## config.mk

```make
export PLATFORM = sky130hd
export DESIGN_NAME = seg7_scan64
export DESIGN_NICKNAME = d
export VERILOG_FILES = /design/src/rtl/seg7_pkg.sv /design/src/rtl/seg7_hex_decode.sv /design/src/rtl/seg7_scan64.sv
export SDC_FILE = /design/constraint.sdc
export NUM_CORES = 1
export LEC_CHECK = 0
export BUFFER_PORTS_ARGS = -buffer_cell sky130_fd_sc_hd__buf_4
export CAP_MARGIN = 25
export CORE_UTILIZATION = 56
export CTS_CLUSTER_SIZE = 20
export DETAILED_ROUTE_END_ITERATION = 8
export GPL_ROUTABILITY_DRIVEN = 1
export PLACE_DENSITY = 0.86
export REMOVE_ABC_BUFFERS = 1
export SLEW_MARGIN = 20
export SYNTH_ARGS = -nofsm -noshare
export SYNTH_HDL_FRONTEND = slang
export SYNTH_SLANG_ARGS = --single-unit
```

## constraint.sdc

```tcl
create_clock -name clk -period 3.1 [get_ports clk]
set_clock_uncertainty 0.2 [all_clocks]
set_input_delay 0.62 -clock clk [delete_from_list [all_inputs] [get_ports clk]]
set_output_delay 0.62 -clock clk [all_outputs]
set_load 0.005 [all_outputs]
```

## src/rtl/seg7_pkg.sv

```systemverilog
// -----------------------------------------------------------------------------
// seg7_pkg
// Shared constants for the eight-digit seven-segment scan driver:
//   NUM_DIGITS   number of multiplexed digits
//   SEG_OFF      all segments / all anodes off (active-low)
//   HEX_FONT     0-F glyphs, {dp,g,f,e,d,c,b,a}, active-low, dp off
//   disp_mode_e  MODE_HEX (0) renders nibbles, MODE_GFX (1) passes raw bytes
// -----------------------------------------------------------------------------
package seg7_pkg;

  localparam int         NUM_DIGITS = 8;
  localparam logic [7:0] SEG_OFF    = 8'hFF;

  localparam logic [7:0] HEX_FONT [0:15] = '{
    8'hC0, 8'hF9, 8'hA4, 8'hB0, 8'h99, 8'h92, 8'h82, 8'hF8,
    8'h80, 8'h90, 8'h88, 8'h83, 8'hC6, 8'hA1, 8'h86, 8'h8E
  };

  typedef enum logic {
    MODE_HEX = 1'b0,
    MODE_GFX = 1'b1
  } disp_mode_e;

endpackage

```

## src/rtl/seg7_hex_decode.sv

```systemverilog
// -----------------------------------------------------------------------------
// seg7_hex_decode
// Combinational hex-digit to seven-segment glyph lookup.
// Ports:
//   i_nib  [3:0]  hex digit value
//   o_seg  [7:0]  glyph {dp,g,f,e,d,c,b,a}, active-low, dp always off
// -----------------------------------------------------------------------------
module seg7_hex_decode
  import seg7_pkg::*;
(
  input  logic [3:0] i_nib,
  output logic [7:0] o_seg
);

  assign o_seg = HEX_FONT[i_nib];

endmodule

```

## src/rtl/seg7_scan64.sv

```systemverilog
// -----------------------------------------------------------------------------
// seg7_scan64
// Time-multiplexed driver for an eight-digit common-anode seven-segment
// display. The 64-bit display word and mode bit are captured once per frame
// (at the end of digit 7's slot) so a frame never mixes old and new data.
//   Hex mode     : digit k shows nibble k of the low 32 bits.
//   Graphic mode : digit k shows raw segment byte k.
// Each slot starts with BLANK_CYC cycles of all anodes off to avoid ghosting.
//
// Parameters:
//   SCAN_DIV_W  slot length is 2^SCAN_DIV_W clk cycles
//   BLANK_CYC   anode-off cycles at the start of each slot (< 2^SCAN_DIV_W)
// Ports:
//   clk        system clock
//   rstn       asynchronous active-low reset
//   i_data     [63:0] display word
//   disp_mode  0 = hex, 1 = graphic
//   o_seg      [7:0] segments {dp,g,f,e,d,c,b,a}, active-low, registered
//   o_sel      [7:0] anodes, active-low, bit k = digit k (0 = rightmost)
// Build option:
//   SEG7_LZ_BLANK_EN  leading-zero blanking in hex mode (digit 0 always lit)
// -----------------------------------------------------------------------------
module seg7_scan64
  import seg7_pkg::*;
#(
  parameter int SCAN_DIV_W = 15,
  parameter int BLANK_CYC  = 64
) (
  input  logic        clk,
  input  logic        rstn,
  input  logic [63:0] i_data,
  input  logic        disp_mode,
  output logic [7:0]  o_seg,
  output logic [7:0]  o_sel
);

  localparam logic [SCAN_DIV_W-1:0] BLANK_LIM = SCAN_DIV_W'(BLANK_CYC);

  logic [SCAN_DIV_W-1:0] r_pre;
  logic [2:0]            r_dig;
  logic [63:0]           r_shadow;
  disp_mode_e            r_mode_q;

  logic       w_slot_end;
  logic       w_latch;
  logic [3:0] w_nib;
  logic [7:0] w_font;
  logic [7:0] w_byte;
  logic [7:0] w_seg_next;
  logic [7:0] w_sel_next;
  logic       w_digit_blank;

  assign w_slot_end = &r_pre;
  assign w_latch    = w_slot_end && (r_dig == 3'd7);

  // Prescaler, digit counter and frame latch.
  always_ff @(posedge clk or negedge rstn) begin
    if (!rstn) begin
      r_pre    <= '0;
      r_dig    <= '0;
      r_shadow <= '0;
      r_mode_q <= MODE_HEX;
    end else begin
      r_pre <= r_pre + SCAN_DIV_W'(1);
      if (w_slot_end) begin
        r_dig <= r_dig + 3'd1;
      end
      if (w_latch) begin
        r_shadow <= i_data;
        r_mode_q <= disp_mode_e'(disp_mode);
      end
    end
  end

`ifdef SEG7_LZ_BLANK_EN
  // Blank mask for leading zeros: bit k set when nibbles k..7 are all zero.
  // Built from i_data at the latch edge so it always matches r_shadow.
  // Digit 0 is never blanked so a zero word still shows "0".
  logic [NUM_DIGITS-1:0] r_lz_mask;
  logic [NUM_DIGITS-1:0] w_lz_next;

  assign w_lz_next[0] = 1'b0;
  for (genvar gi = 1; gi < NUM_DIGITS; gi++) begin : g_lz
    assign w_lz_next[gi] = ~|i_data[31:4*gi];
  end

  always_ff @(posedge clk or negedge rstn) begin
    if (!rstn) begin
      r_lz_mask <= 8'hFE;  // shadow clears to zero: only digit 0 lit
    end else if (w_latch) begin
      r_lz_mask <= w_lz_next;
    end
  end

  assign w_digit_blank = (r_mode_q == MODE_HEX) && r_lz_mask[r_dig];
`else
  assign w_digit_blank = 1'b0;
`endif

  assign w_nib  = r_shadow[{r_dig, 2'b00} +: 4];
  assign w_byte = r_shadow[{r_dig, 3'b000} +: 8];

  seg7_hex_decode u_hex_decode (
    .i_nib (w_nib),
    .o_seg (w_font)
  );

  always_comb begin
    w_seg_next = w_font;
    w_sel_next = ~(8'h01 << r_dig);
    if (r_mode_q == MODE_GFX) begin
      w_seg_next = w_byte;
    end
    if ((r_pre < BLANK_LIM) || w_digit_blank) begin
      w_sel_next = SEG_OFF;
    end
  end

  // Registered outputs: one cycle behind the pre/dig state they decode.
  always_ff @(posedge clk or negedge rstn) begin
    if (!rstn) begin
      o_seg <= SEG_OFF;
      o_sel <= SEG_OFF;
    end else begin
      o_seg <= w_seg_next;
      o_sel <= w_sel_next;
    end
  end

endmodule
```

==> Word level (Yosys, flattened, before mapping) <==
Memory sizes are Yosys's and may differ from the RTL's.
Cells that the tools add are included.
Widths: inputs -> output; s select.
{ "totals": {"register_bits": 99, "romBits": 128, "inputBits": 67, "output_inout_bits": 16, "wordCells": 23, "memories": 1} }
{ "classes": {"add_sub_neg": 2, "order_cmp": 2, "n_eq_ne": 1, "shift": 3, "n_mux": 4, "bitwise": 2, "n_reduce_logical": 2} }
{ "memory_table": {"columns": ["memory", "depth", "word_bits", "rd", "rd_ports_with_merged_regs", "wr", "line", "text"], "rows": [
  ["(no name shown)", 16, 8, 1, 0, 0, "seg7_hex_decode.sv:15", "assign o_seg = HEX_FONT[i_nib];"]
]} }
{ "op_table": {"columns": ["operator", "count"], "rows": [
  ["$shiftx 64x6->4", 1],
  ["$shiftx 64x7->8", 1],
  ["$mux 8", 4],
  ["$add 15x1->15 const B", 1],
  ["$lt 15x7->1 const B", 1],
  ["$reduce_and 15->1", 1],
  ["$not 8->8", 1],
  ["$shl 1x3->8 const A", 1],
  ["$ge 5x5->1 const B", 1],
  ["$not 4->5", 1],
  ["$add 3x1->3 const B", 1],
  ["$eq 3x3->1 const B", 1],
  ["$logic_and 1x1->1", 1]
]} }

==> Logic depth before layout (Yosys ltp) <==
{ "depth": {"word_depth": 6, "mapped_depth": 10} }

==> By module <==
Synthesis repeated with hierarchy kept, for this count alone.
{ "unflattened": {"hier_cells": 361, "hier_area_um2": 4999.8} }
{ "by_module_without_submodules": {"columns": ["module", "n_inst", "cells_per_inst", "area_each_um2"], "rows": [
  ["seg7_scan64", 1, 326, 4714.5],
  ["seg7_hex_decode", 1, 35, 285.3]
]} }

==> Least setup slack after synthesis <==
Ideal clock, no wire load.
{ "synth_path": {"path_type": "register to register", "startpoint": "register r_dig[0]", "endpoint": "register o_seg[6]", "t_arrival_ps": 2149, "required_ps": 2802, "path_slack_ps": 653, "stages_incl_launch_ff": 11, "path_buffers": 2, "synth_period_minus_slack_ps": 2447, "path_cell_list": "dfrtp_1 buf_6 buf_2 mux2i_1 nand3_1 nand3_1 inv_1 ha_1 mux2_4 a221oi_2 a31oi_1"} }
{ "synth_via": {"elab_chain_cells": 6, "word_cells_on_any_way": 7, "cone_classes": "shift: 2; mux: 3; bitwise: 1; memory: 1"} }
{ "synth_lines": {"columns": ["item", "line", "text"], "rows": [
  ["from (decl)", "seg7_scan64.sv:40", "logic [2:0] r_dig;"],
  ["from (signal assigned)", "seg7_scan64.sv:66", "r_dig <= r_dig + 3'd1;"],
  ["$shiftx 64x6->4", "seg7_scan64.sv:100", "assign w_nib = r_shadow[{r_dig, 2'b00} +: 4];"],
  ["$not 4->5 (implied by the code)", "seg7_hex_decode.sv:15", null],
  ["$mem_v2 16x8", null, null],
  ["$mux 8 (implied by the code) (2 in series)", "seg7_hex_decode.sv:15", null],
  ["$mux 8 (*)", "seg7_scan64.sv:111", "if (r_mode_q == MODE_GFX) begin"],
  ["net w_seg_next[6]", "seg7_scan64.sv:49", "logic [7:0] w_seg_next;"],
  ["to (signal assigned)", "seg7_scan64.sv:125", "o_seg <= w_seg_next;"],
  ["to (decl)", "seg7_scan64.sv:33", "output logic [7:0] o_seg,"]
]} }
Mark *: on every way through the listed nets, which the timed path passes. The rest lies on a longest branch. The select of a mux whose other input is x is not followed.
A chain may end at the register's enable or synchronous reset.

==> Final worst setup path <==
{ "layout_path": {"startpoint": "register r_dig[0]", "endpoint": "register o_seg[5]"} }
Same word-level chain as after synthesis.

==> impl_metrics.ini <==
[power]
swShare_pct = 23.6
fin_total_pwr_mw = 2.47
seqPwrFrac_pct = 56.1
p_leak_nw = 2.53
ir_drop_uv = 236
clockPowerShare_pct = 35.0
switching_power_mw = 0.584
p_int_mw = 1.89
powerDensity_nw_per_um2 = 433
combPwrFrac_pct = 8.8

[place]
dpl.cell_count = 513
port_buffers = 82
dp.final_hpwl_um = 6530
gp_congestion = 0.907
place_area_um2 = 5510

[floorplan]
coreArea_um2 = 8260
fp.dieH_um = 94.7
dieArea_um2 = 8960
chipWidth_um = 94.7
rows = 33
ioPinCount = 83
start_util_pct = 58.2

[setup_path]
worst_setup_path_start_kind = register
rr_startpoint = r_dig[0]
slowest_stage = dfrtp_2
critPathMaxStageDelay_ps = 550
crit_start = r_dig[0]
endpoint_kind = register
cp_common_cell = nand3_1
crit_required_ps = 3170
path_max_fanout = 12
arrival_ps = 2740
path_cells = buf_4 -> mux2i_1 -> nand3_1 -> nand3_1 -> inv_1 -> ha_1 -> mux2_2 -> a211oi_1 -> a21oi_1
crit_type = reg2reg

[clock_tree]
postCtsHoldBufs = 0
clkSinkCount = 99
h-tree-depth = 3
clock_latency_ps = 370
cts_resized = 0
post_cts_buffers = 0
cts.clk_slew.worst_paths_ps = 110
cts_buffers = 9
cts_tree = built
cts_root_buf = clkbuf_8
cts.path.max_buffers = 2

[route]
drc = 0
drt-initial-drc-count = 168
ant_nets = 0
drt_pass1_iterations = 4
vias_per_cell = 5.70
dr_total_vias = 3016
routed_wl_um = 9090
wl_per_cell_um = 17.2

[synthesis]
ys_seq_area_share_pct = 52.0
yosysUniqueCellTypes = 38
synth_mux_area_share_pct = 30.1
synth-xor-area-share_pct = 2.73
synth_seq_cells = 99
synth_warnings = 0
synth_top_family_by_area = multiplexers
synth-simple-area-share_pct = 6.14
synth_area_leaders = dfrtp_1, mux2_2, dfstp_2
syn_inst = 334
synth-compound-area-share_pct = 2.34
synth_fa_ha_area_share_pct = 3.38
avgSynthCellArea_um2 = 14.4
synth_top_cell_by_area = dfrtp_1
synth_top_area_share_pct = 43.2
synth_area_um2 = 4810

[global_routing]
grt_pass1_vias = 3111
grt-ovfl-total = 0
grt_antenna_before_repair = 0
grt_use_total_pct = 22.6
grt_max_degree = 56
grt_pass1_wl_um = 15100

[sta]
finalHoldViolCount = 0
period_share_pct = 86.2
setup_viol = 0
fmax_mhz = 374
period_needed_ps = 2670
worst_slew_pin_slew_ps = 614
maxSlewViolCount = 0
hold_slack_ps = 36.0
slew_headroom_pct = 57.9
rsz0062_at_grt = false

[finish]
mostFrequentLayoutCell = buf_4
fillCellCount = 581
final_area_um2 = 5720
layout-drive-gt1-share_pct = 51.2
final_cell_mix = buf_4, dfrtp_1, mux2_2, nand2_1, mux4_2
area_growth_pct = 18.9
fin_nets = 499
utilization_pct = 69.2
n_antenna_cell = 0
fin_cells = 529

[worst_hold_path]
hold_path.class = in2async

[run]
drv_cap = 0

[outcome]
outcome = complete, no violations
-- cells by family after synthesis --
family                     after synthesis
and+or+nand+nor                         61
buffers and inverters                   25
AOI/OAI and AO/OA                       15
DFF                                     99
adders and majority gates               13
muxes                                  106
xor gates and xnor gates                15
-- sequential cells by signal, summed over array words and instances, names as in the netlist --
signal,count
o_seg,8
r_dig,3
r_pre,15
r_mode_q,1
o_sel,8
r_shadow,64
-- synth_stat cells, drive strengths merged --
| master | instances |
|---|---|
| dfstp | 16 |
| a22oi | 2 |
| a221oi | 3 |
| nor3 | 4 |
| and2 | 1 |
| nor4 | 1 |
| a21oi | 2 |
| nand4 | 4 |
| nand3 | 15 |
| clkinv | 1 |
| o21ai | 1 |
| o31ai | 1 |
| ha | 13 |
| clkbuf | 4 |
| o31a | 1 |
| a211oi | 1 |
| dfrtp | 83 |
| mux2i | 13 |
| mux2 | 71 |
| nand2 | 21 |
| nor3b | 2 |
| a31oi | 3 |
| nor2b | 1 |
| nor2 | 8 |
| and4 | 1 |
| buf | 13 |
| inv | 7 |
| xor2 | 5 |
| xnor2 | 10 |
| mux4 | 22 |
| and3 | 3 |
| o21a | 1 |
-- worst paths after layout --
check | to | depth (start not counted) | slack, ps
min in group clk | r_shadow[48] | 2 | 270
min reg2reg | r_pre[0] | 1 | 280
max | o_seg[5] | 9 | 430
min | r_shadow[35] | 1 | 40
max reg2reg | o_seg[5] | 9 | 430
max in group asynchronous | o_seg[5] | 2 | 1920
-- through the flow --
stage               setup TNS (ps)  worst slack, ps
finish                           0              428
global placement                 0              546
detailed placement               0              446
floorplan                   -38630             -593
CTS                              0              440
global route                     0              243
-- area by class of cell --
| cell class | count | area (um^2) | area share (%) |
|---|---|---|---|
| Multi-Input combinational cell | 210 | 2150 | 37.6 |
| Tap cell | 105 | 131 | 2.30 |
| Inverter | 8 | 30.0 | 0.525 |
| Timing Repair Buffer | 91 | 696 | 12.2 |
| Clock inverter | 6 | 71.3 | 1.25 |
| Clock buffer | 10 | 138 | 2.41 |
| Sequential cell | 99 | 2500 | 43.7 |
-- power groups by stage --
stage / clock [mW] / sequential [mW] / combinational, mW
floorplan: 0 / 1.40 / 0.0986
global placement: 0 / 1.41 / 0.215
detailed placement: 0 / 1.41 / 0.222
CTS: 0.878 / 1.39 / 0.222
global route: 0.932 / 1.39 / 0.241
finish: 0.867 / 1.39 / 0.219
-- per-layer routing --
layer / vias to the layer above / part of all wire (%) / GRT usage (%)
li1: 1383 / - / -
met5: - / 0 / 0
met2: 55 / 51 / 36.3
met3: 11 / 3.5 / 4.67
met4: 0 / 1.5 / 8.59
met1: 1567 / 44 / 30.5
-- critical path, delay by kind of cell, from the launching register on --
kind	cells	cell delay (ps)
DFF	1	550
muxes	2	510
buffers and inverters	2	390
and+or+nand+nor	2	370
AOI/OAI and AO/OA	2	310
adders and majority gates	1	250
Note: power is estimated with default switching activity, not from simulation.
